## src/rtl/bus_arbiter.sv

```systemverilog
// Single-port memory arbiter between a CPU and a DMA engine.
// The CPU is frozen through cpu_en while the DMA engine owns the bus.
module bus_arbiter #(
   parameter int unsigned MAX_BURST = 16,
   parameter int unsigned CPU_SLICE = 4
) (
   input  logic        clk,
   input  logic        rst,
   input  logic        cpu_read,
   input  logic [15:0] cpu_addr,
   input  logic [7:0]  cpu_dout,
   output logic [7:0]  cpu_din,
   output logic        cpu_en,
   input  logic        dma_req,
   output logic        dma_gnt,
   input  logic        dma_valid,
   input  logic        dma_we,
   input  logic [15:0] dma_addr,
   input  logic [7:0]  dma_wdata,
   output logic [7:0]  dma_rdata,
   output logic        dma_rvalid,
   output logic [15:0] mem_addr,
   output logic [7:0]  mem_wdata,
   output logic        mem_we,
   input  logic [7:0]  mem_rdata
);

   typedef enum logic [1:0] {
      S_CPU,
      S_HANDOVER,
      S_DMA,
      S_RETURN
   } state_t;

   localparam logic [7:0] SLICE_INIT = 8'(CPU_SLICE);
   localparam logic [7:0] BURST_LEN  = 8'(MAX_BURST);

   state_t      state;
   state_t      state_nx;
   logic [7:0]  slice_cnt;
   logic [7:0]  beat_cnt;
   logic        accept;
   logic        last_beat;
   logic        slice_ok;

   // A beat needs the grant, a live request and no reset in progress.
   assign accept    = !rst && (state == S_DMA) && dma_req && dma_valid;
   assign last_beat = accept && ((beat_cnt + 8'd1) == BURST_LEN);
   // The current CPU cycle counts toward the slice, so exactly CPU_SLICE
   // CPU cycles elapse after a forced release before handing over again.
   assign slice_ok  = ({1'b0, slice_cnt} + 9'd1) >= 9'(CPU_SLICE);
   assign cpu_din   = mem_rdata;

   always_ff @(posedge clk) begin
      if (rst) state <= S_CPU;
      else     state <= state_nx;
   end

   always_comb begin
      state_nx  = state;
      cpu_en    = 1'b1;
      dma_gnt   = 1'b0;
      mem_addr  = cpu_addr;
      mem_wdata = cpu_dout;
      mem_we    = ~cpu_read;
      if (!rst) begin
         unique case (state)
            S_CPU: begin
               if (dma_req && slice_ok) state_nx = S_HANDOVER;
            end
            S_HANDOVER: begin
               cpu_en   = 1'b0;
               mem_we   = 1'b0;
               state_nx = S_DMA;
            end
            S_DMA: begin
               cpu_en    = 1'b0;
               dma_gnt   = 1'b1;
               mem_addr  = dma_addr;
               mem_wdata = dma_wdata;
               mem_we    = accept && dma_we;
               if (!dma_req || last_beat) state_nx = S_RETURN;
            end
            S_RETURN: begin
               cpu_en   = 1'b0;
               mem_we   = 1'b0;
               state_nx = S_CPU;
            end
         endcase
      end
   end

   always_ff @(posedge clk) begin
      if (rst) begin
         slice_cnt  <= SLICE_INIT;
         beat_cnt   <= '0;
         dma_rvalid <= 1'b0;
         dma_rdata  <= '0;
      end else begin
         dma_rvalid <= accept && !dma_we;
         if (accept && !dma_we) dma_rdata <= mem_rdata;
         unique case (state)
            S_CPU: begin
               if (slice_cnt != 8'hFF) slice_cnt <= slice_cnt + 8'd1;
            end
            S_HANDOVER: beat_cnt <= '0;
            S_DMA: begin
               // Slice is settled on leaving DMA; RETURN leaves it untouched.
               if (!dma_req) begin
                  slice_cnt <= SLICE_INIT;
               end else if (accept) begin
                  beat_cnt <= beat_cnt + 8'd1;
                  if (last_beat) slice_cnt <= '0;
               end
            end
            S_RETURN: ;
         endcase
      end
   end

endmodule

```

## config.mk

```make
export PLATFORM = sky130hd
export DESIGN_NAME = bus_arbiter
export DESIGN_NICKNAME = d
export VERILOG_FILES = /design/src/rtl/bus_arbiter.sv
export SDC_FILE = /design/constraint.sdc
export NUM_CORES = 1
export LEC_CHECK = 0
export ABC_AREA = 1
export ABC_CLOCK_PERIOD_IN_PS = 4000
export BUFFER_PORTS_ARGS = -buffer_cell sky130_fd_sc_hd__buf_2
export CAP_MARGIN = 20
export CORE_ASPECT_RATIO = 0.5
export CORE_MARGIN = 1.5
export CORE_UTILIZATION = 49
export CTS_BUF_LIST = sky130_fd_sc_hd__clkbuf_4
export DETAILED_ROUTE_END_ITERATION = 8
export HOLD_SLACK_MARGIN = 0.08
export PLACE_DENSITY = 0.87
export SYNTH_ARGS = -nofsm -noshare
export SYNTH_HDL_FRONTEND = slang
export SYNTH_SLANG_ARGS = --single-unit
```

## constraint.sdc

```tcl
create_clock -name clk -period 4 [get_ports clk]
set_clock_uncertainty 0.1 [all_clocks]
set_input_delay 0.2 -clock clk [delete_from_list [all_inputs] [get_ports clk]]
set_output_delay 0.2 -clock clk [all_outputs]
set_load 0.01 [all_outputs]
```

==> flow_summary.ini, run 1 <==
[cts]
hold_buffers = 10
clk_path_buf_depth = 2
cts_buffers = 3
cts_tree = built
cts.sinks = 27
root_buffer = clkbuf_4
htreeDepth = 1
cts_setup_buffers = 0
cts_resized = 0
insertion_delay_ns = 0.34
clk_pin_slew_ns = 0.16

[worst_hold_path]
holdCritPathClass = input port to register
hold_depth = 5
worstHoldStart = dma_valid
hold_path_end = beat_cnt[1]

[global_routing]
overflow = 0
grt_max_degree = 27
track_usage_pct = 24.31
antenna_found_initial = 0
grt_pass1_vias = 2064
grt_first_pass_wirelength_mm = 8.238

[timing]
slew_violations = 0
rsz0062_at_grt = no
finalHoldViolCount = 0
setup_violations = 0
hold_ws_ns = 0.1692
setup_tns_ns = 0
period_needed_ns = 2.634
tightestPinTransition_ns = 0.8975
timing.final.crit_share_pct = 65.85
max-slew-margin-rel_pct = 39.76
fmax_mhz = 379.6

[outcome]
status = complete, no violations

[worst_setup_path]
r2r_start = state[0]
r2r_slack_ns = 1.81
critPathArrivalTime_ns = 2.33
r2r_cells = 8
worstSetupEndpointType = primary output
reg2reg_to = slice_cnt[0]
start_kind = register
path_class = register to primary output
critPathMaxFanout = 26
required_ns = 3.70

[placed_design]
placed_cell_area_sq_um = 2380
gp_congestion = 0.8299
numPortBuffers = 105
hpwlAfterDp_mm = 3.909

[cells_and_area]
stdcell_area_sq_um = 2510
syn_to_final_growth_pct = 32.58
final_util_pct = 70.39
antenna_cells = 0
layout-drive-gt1-share_pct = 28.71
fin_nets = 495

[pwr]
power_mw = 1.129
p_leak_nw = 1.379
pwr_density_cell_nw_per_um2 = 450.0
peakVddDrop_mv = 0.1643

[floorplanning]
die_y_um = 46.95
die-area_sq_um = 4268
core_sq_um = 3566
rows = 15
die_x_um = 90.90
boundaryPins = 106
start_util_pct = 53.09

[synthesis]
synthTopCellsByCount = 132 x nand2_1, 43 x nor2_1, 27 x dfxtp_1
yosysTopAreaCellShare_pct = 28.55
synth.most_common_cell = nand2_1
syn_inst = 322
avgSynthCellArea_sq_um = 5.879
ys_seq_area_share_pct = 28.55
synth.distinct_cells = 26
syn_nets = 391
ys_ff_latch = 27
synth_warnings = 0
synth_edf_count = 0
synth_area_leader_cell = dfxtp_1
synthFlopType = dfxtp_1
async_flop_share_pct = 0
yosys-top-cells-area = dfxtp_1 29%, nand2_1 26%, nor2_1 8.5%
synth_area_sq_um = 1893

[route]
drc = 0
avgViaCountPerCell = 4.874
wl_mm = 5.359
dr.pass1.iters = 4
ant_nets = 0
wl_per_cell_um = 11.26
vias = 2320
dr.first_iter.drc_count = 143

[run]
drv_cap = 0
## metal layers
| metal | up-vias | routed length, um | part of all wire (%) | GRT usage [%] |
|---|---|---|---|---|
| met1 | 1020 | 2119 | 40 | 24.59 |
| li1 | 1200 | - | - | - |
| met4 | 0 | 65 | 1.2 | 9.375 |
| met5 | - | 0 | 0 | 0 |
| met2 | 92 | 2809 | 52 | 50.98 |
| met3 | 8 | 365 | 6.8 | 6.634 |
## metrics by stage
stage          instances  setup WS, ns
6_report             476         1.366
3_5_place_dp         462         1.758
5_1_grt              476         1.152
4_1_cts              476         1.351
3_3_place_gp         462         1.836
2_1_floorplan        322         2.134
## worst max path at each step
stage | startpoint | cells after the start | endpoint
2_1_floorplan | state[0] | 7 | mem_addr[10]
3_3_place_gp | state[0] | 9 | mem_addr[13]
3_5_place_dp | state[0] | 9 | mem_addr[13]
4_1_cts | state[0] | 9 | mem_addr[13]
5_1_grt | state[0] | 9 | mem_addr[3]
6_report | state[0] | 9 | mem_addr[0]
## where the power goes
part           internal, mW  switching, mW
Combinational         0.244          0.383
Sequential            0.320         0.0566
Clock                0.0384         0.0868
## layout make-up
cell class / count / area (sq um)
multi-input combinational: 251 / 1141
sequential: 27 / 540.5
clock buffer: 3 / 22.52
timing repair buffer: 116 / 633.1
tap: 51 / 63.81
fill: 306 / 1056
clock inverter: 1 / 7.507
inverter: 27 / 101.3
## cells by family (layout without fill, tap and decap cells)
logic type               after synthesis  in the layout  share of synthesized area (%)
AO/OA/AOI/OAI                         32             32                          8.658
XOR/XNOR                               1              1                         0.4627
buffers and inverters                 44            147                          11.17
flip-flops                            27             27                          28.55
AND/OR/NAND/NOR                      211            211                          46.53
adder cells (fa/ha/maj)                7              7                          4.626
## cell usage in the layout (no fill, tap or decap), drive strengths merged
master,instances
nor2,47
o21ai,15
inv,26
buf,106
nor3,2
nand3,24
xnor2,1
clkinvlp,1
clkinv,1
nand4,2
nand3b,1
ha,7
dlygate4sd3,10
dfxtp,27
clkbuf,3
a21oi,17
nand2,135
## registers in the layout, indices dropped and copies added, names as in the netlist
| signal | flops |
|---|---|
| dma_rdata | 8 |
| state | 2 |
| dma_rvalid | 1 |
| slice_cnt | 8 |
| beat_cnt | 8 |
## critical path: stages (launching register included)
cell and delay (ns):
dfxtp_1 0.37, inv_1 0.10, ha_1 0.27, inv_2 0.17
nor2_1 0.06, buf_4 0.22, inv_1 0.48, nand2_1 0.10
nand2_1 0.10, buf_2 0.13
No activity file was read; power rests on OpenSTA's default activity.
==> run 2, diff against run 1 <==
ABC_CLOCK_PERIOD_IN_PS = 2100   (was 4000)
CORE_UTILIZATION = 41   (was 49)
PLACE_DENSITY = 0.78   (was 0.87)
clock period = 2.1 ns   (was 4 ns; I/O delays follow)
==> run 2 against run 1 <==
Against the previous run: worst hold slack worse by 0.070 ns; setup slack got worse by 1.3 ns; die area grew 19%; non-clock buffer count is 9 higher; critical path depth unchanged; global-route usage is 3.9 points lower; core utilization shrank 11 points; clock-buffer cell count stayed put; clock power increased by 82%; cell count increased by 3.4%; wire length shrank 2.5%; largest cell class unchanged; highest routed layer unchanged.
==> flow_summary.ini, run 2 (synthesis gave the netlist of run 1 again) <==
[outcome]
status = complete, no violations

[route]
avgViaCountPerCell = 4.573
wl_per_cell_um = 10.62
vias = 2250
drc = 0
dr.pass1.iters = 4
wl_mm = 5.226
dr.first_iter.drc_count = 57
ant_nets = 0

[placed_design]
hpwlAfterDp_mm = 3.726
gp_congestion = 0.8279
place_inst = 473
numPortBuffers = 105

[global_routing]
overflow = 0
grt_first_pass_wirelength_mm = 8.418
grt_pass1_vias = 1933
track_usage_pct = 20.44
antenna_found_initial = 0
grt_max_degree = 26

[worst_setup_path]
critPathMaxFanout = 12
worstSetupEndpointType = primary output
required_ns = 1.89
start_kind = register
cp_slowest_cell = dfxtp_1
critPathArrivalTime_ns = 1.80
path_cells = inv_2 -> ha_4 -> inv_2 -> nor2_4 -> clkinvlp_4 -> buf_4 -> nand2_1 -> nand2_1 -> buf_2
critPathBufInv = 5
path_class = register to primary output
crit_family = buffers and inverters
crit_path_max_incr_delay_ns = 0.35
path_depth = 9
r2r_cells = 12

[cts]
clk_path_buf_depth = 2
cts.sinks = 27
htreeDepth = 1
cts_buffers = 3
root_buffer = clkbuf_4
insertion_delay_ns = 0.33
clk_pin_slew_ns = 0.15
cts_tree = built

[pwr]
power_mw = 2.258
sequentialPowerShare_pct = 31.6
p_leak_nw = 1.425
switchingPower_mw = 1.037
internal_power_mw = 1.221
p_clk_share_pct = 10.1
peakVddDrop_mv = 0.4527
pwr_density_cell_nw_per_um2 = 861.5
swShare_pct = 45.93
p_comb_share_pct = 58.3

[cells_and_area]
reg.largest.list = beat_cnt: 8 flops, dma_rdata: 8 flops, slice_cnt: 8 flops
final_util_pct = 59.25
antenna_cells = 0
layout-drive-gt1-share_pct = 31.49
fillers = 417
final_cells = 492
syn_to_final_growth_pct = 38.47
layout_common_cells = 132 x nand2_1, 105 x buf_2, 42 x nor2_1
layout_commonest_cell = nand2_1
fin_nets = 505

[floorplanning]
boundaryPins = 106
rows = 17
die_y_um = 51.05
die-area_sq_um = 5059
die_x_um = 99.10
core_sq_um = 4424
start_util_pct = 42.79

[timing]
fmax_mhz = 499.8
tightestPinTransition_ns = 0.5527
timing.final.crit_share_pct = 95.27
slew_violations = 0
finalHoldViolCount = 0
max-slew-margin-rel_pct = 63.15
setup_violations = 0
period_needed_ns = 2.001

[worst_hold_path]
holdCritPathClass = input port to register
hold_depth = 5

[run]
drv_cap = 0
## run 2: cell count changes in the layout (fill, tap and decap cells not counted), sizes merged
cell      previous run  this run
buf                106       115
inv                 26        25
clkinvlp             1         2
clkinv               1         2
## run 2: stage by stage
step | setup WS [ns] | cell area, sq um | TNS (ns) | hold WS [ns]
2_1_floorplan | 0.2958 | 1893 | 0 | 0.1112
3_3_place_gp | 0.07955 | 2425 | 0 | 0.2413
3_5_place_dp | 0.01619 | 2425 | 0 | 0.2466
4_1_cts | -0.001116 | 2586 | -0.001731 | -0.01524
5_1_grt | -0.006604 | 2621 | -0.01433 | 0.1158
6_report | 0.09939 | 2621 | 0 | 0.09898
## run 2: layer usage
layer  part of all wire [%]  vias up  global-route usage [%]
met3                    5.0        8                   3.694
met2                     46       63                   36.90
met1                     47      959                   25.66
met5                      0        -                       0
met4                    1.4        0                   5.164
li1                       -     1220                       -
## run 2: worst paths after layout
kind	from	to	slack [ns]
hold reg to reg	beat_cnt[7]	beat_cnt[7]	0.39
setup / recovery	state[0]	mem_addr[13]	0.1
setup reg to reg	slice_cnt[0]	state[1]	0.23
hold / removal	dma_valid	beat_cnt[4]	0.1
## run 2: power groups by stage
stage | logic, mW | registers [mW] | clock network (mW)
finish | 1.32 | 0.714 | 0.228
global route | 1.50 | 0.731 | 0.256
CTS | 1.28 | 0.706 | 0.238
detailed placement | 1.21 | 0.717 | 0
global placement | 1.20 | 0.714 | 0
floorplan | 0.875 | 0.698 | 0
## run 2: cell type report
cell class / count / area (sq um) / share of cell area [%]
sequential: 27 / 540.5 / 20.62
tap: 57 / 71.32 / 2.721
clock buffer: 3 / 22.52 / 0.8592
multi-input combinational: 251 / 1165 / 44.44
inverter: 27 / 105.1 / 4.010
timing repair buffer: 125 / 704.4 / 26.87
clock inverter: 1 / 5.005 / 0.1909
timing repair inverter: 1 / 7.507 / 0.2864
## run 2: tightest hold or removal path, delay by kind of cell
| kind | cells | cell delay, ns |
|---|---|---|
| AND/OR/NAND/NOR | 3 | 0.23 |
| buffers and inverters | 1 | 0.10 |
| AO/OA/AOI/OAI | 1 | 0.06 |
## run 2: repair_timing
| action | CTS | global route |
|---|---|---|
| pin swaps | 0 | 1 |
| hold buffers | 9 | 1 |
| resized for setup | 7 | 2 |
| buffers inserted | 2 | 2 |
| gates cloned | 1 | 0 |
| endpoints found under the hold margin | 16 | 7 |
| setup endpoints to repair | 26 | 28 |
==> run 3, diff against run 2 <==
ABC_CLOCK_PERIOD_IN_PS = 2000   (was 2100)
CORE_UTILIZATION = 46   (was 41)
PLACE_DENSITY = 0.83   (was 0.78)
clock period = 2 ns   (was 2.1 ns; I/O delays follow)
==> run 3 against run 2 <==
Against the previous run: power rose by 10%; first-iteration DRC count grew to 2.6 times the previous value; critical path depth unchanged; sequential cell count unchanged; setup slack got worse by 0.039 ns; wire length grew 10%; critical endpoint is now mem_addr[2]; largest cell class unchanged; largest power group unchanged; highest routed layer unchanged.
==> flow_summary.ini, run 3 (synthesis gave the netlist of run 1 again) <==
[cts]
htreeDepth = 1
root_buffer = clkbuf_4
cts_buffers = 3
clk_path_buf_depth = 2
cts_tree = built
clk_pin_slew_ns = 0.14
insertion_delay_ns = 0.33
cts.sinks = 27

[cells_and_area]
final_util_pct = 69.04
syn_to_final_growth_pct = 43.09
reg.largest.list = beat_cnt: 8 flops, dma_rdata: 8 flops, slice_cnt: 8 flops
fin_nets = 511
layout_commonest_cell = nand2_1
layout-drive-gt1-share_pct = 32.88
layout_common_cells = 132 x nand2_1, 105 x buf_2, 41 x nor2_1
stdcell_area_sq_um = 2709
antenna_cells = 0

[floorplanning]
start_util_pct = 48.25
die_y_um = 48.36
boundaryPins = 106
die_x_um = 93.73
die-area_sq_um = 4533
rows = 16
core_sq_um = 3924

[timing]
fmax_mhz = 515.5
slew_violations = 0
max-slew-margin-rel_pct = 62.80
setup_violations = 0
tightestPinTransition_ns = 0.5579
finalHoldViolCount = 0
period_needed_ns = 1.940
rsz0062_at_grt = yes
timing.final.crit_share_pct = 97.00
fin_ws_ns = 0.06000
hold_ws_ns = 0.3810

[global_routing]
grt_max_degree = 26
overflow = 0
grt_first_pass_wirelength_mm = 9.177
track_usage_pct = 24.53
antenna_found_initial = 0
grt_pass1_vias = 2241

[worst_setup_path]
r2r_cells = 10
critPathMaxFanout = 10
critPathArrivalTime_ns = 1.74
path_class = register to primary output
required_ns = 1.80
start_kind = register
crit_start = state[0]
reg2reg_to = slice_cnt[0]
r2r_start = beat_cnt[0]
crit_end = mem_addr[2]
r2r_slack_ns = 0.11
worstSetupEndpointType = primary output

[pwr]
peakVddDrop_mv = 0.4559
sequentialPowerShare_pct = 30.1
pwr_density_cell_nw_per_um2 = 920.1
switchingPower_mw = 1.152
power_mw = 2.492
p_leak_nw = 1.450
internal_power_mw = 1.340
p_comb_share_pct = 59.5
p_clk_share_pct = 10.4
swShare_pct = 46.24

[route]
avgViaCountPerCell = 4.933
wl_per_cell_um = 11.61
ant_nets = 0
vias = 2442
drc = 0
dr.pass1.iters = 4
dr.first_iter.drc_count = 150
wl_mm = 5.746

[outcome]
status = complete, no violations

[run]
drv_cap = 0

[placed_design]
dp_slack_ns = -0.1958
hpwlAfterDp_mm = 3.900
numPortBuffers = 105
placed_cell_area_sq_um = 2429
gp_congestion = 0.8823

[worst_hold_path]
holdCritPathClass = input port to primary output
-- run 3: changes by cell type in the layout (fill, tap and decap cells not counted), sizes merged --
| cell | delta |
|---|---|
| clkbuf | +1 |
| clkinv | -1 |
| clkinvlp | +2 |
| dlygate4sd3 | +2 |
| nand2 | +2 |
-- run 3: layer usage --
metal / GRT usage (%) / up-vias / part of all wire, % / wire [um]
met2: 47.34 / 105 / 51 / 2916
met1: 27.78 / 1086 / 41 / 2361
met3: 3.616 / 10 / 6.9 / 395
met5: 0 / - / 0 / 0
met4: 7.463 / 0 / 1.3 / 74
li1: - / 1241 / - / -
-- run 3: area by class of cell --
| class | instances | area [sq um] |
|---|---|---|
| clock buffers | 4 | 30.03 |
| well taps | 54 | 67.56 |
| repair buffers | 127 | 745.7 |
| multi-input cells | 253 | 1189 |
| fillers | 334 | 1215 |
| inverters | 27 | 110.1 |
| flip-flops and latches | 27 | 544.3 |
| repair inverters | 3 | 22.52 |
-- run 3: timing repair --
| item | CTS | global route |
|---|---|---|
| hold endpoints to repair | 18 | 0 |
| pin swaps | 1 | 1 |
| setup endpoints to repair | 34 | 29 |
| setup buffers | 1 | 2 |
| gates resized for setup | 13 | 7 |
| gates cloned | 3 | 2 |
| hold buffers | 12 | 0 |
-- run 3: worst max-delay path, stage by stage (launching register included) --
cell	delay, ns
dfxtp_2	0.37
inv_4	0.08
ha_4	0.16
inv_4	0.07
nor2_4	0.13
buf_12	0.15
clkinvlp_4	0.15
nand2_1	0.10
nand2_1	0.06
buf_2	0.13
-- run 3: power groups by stage --
stage          sequential (mW)  clock (mW)  combinational (mW)
2_1_floorplan            0.733           0               0.919
3_3_place_gp             0.739           0                1.25
3_5_place_dp             0.743           0                1.29
4_1_cts                  0.739       0.267                1.40
5_1_grt                  0.762       0.291                1.68
6_report                 0.750       0.260                1.48
-- run 3: worst min-delay path by stage --
| stage | startpoint | to | slack, ns | cells after the start |
|---|---|---|---|---|
| 6_report | cpu_addr[5] | mem_addr[5] | 0.38 | 4 |
| 5_1_grt | cpu_addr[0] | mem_addr[0] | 0.39 | 4 |
| 4_1_cts | cpu_addr[7] | mem_addr[7] | 0.38 | 4 |
| 3_5_place_dp | mem_rdata[5] | dma_rdata[5] | 0.25 | 3 |
| 3_3_place_gp | mem_rdata[7] | dma_rdata[7] | 0.23 | 3 |
| 2_1_floorplan | dma_we | dma_rvalid | 0.11 | 1 |
-- run 3: per-stage QoR --
stage	TNS (ns)	instances
2_1_floorplan	0	322
3_3_place_gp	-0.001527	471
3_5_place_dp	-0.7651	471
4_1_cts	0	491
5_1_grt	-0.2399	495
6_report	0	495
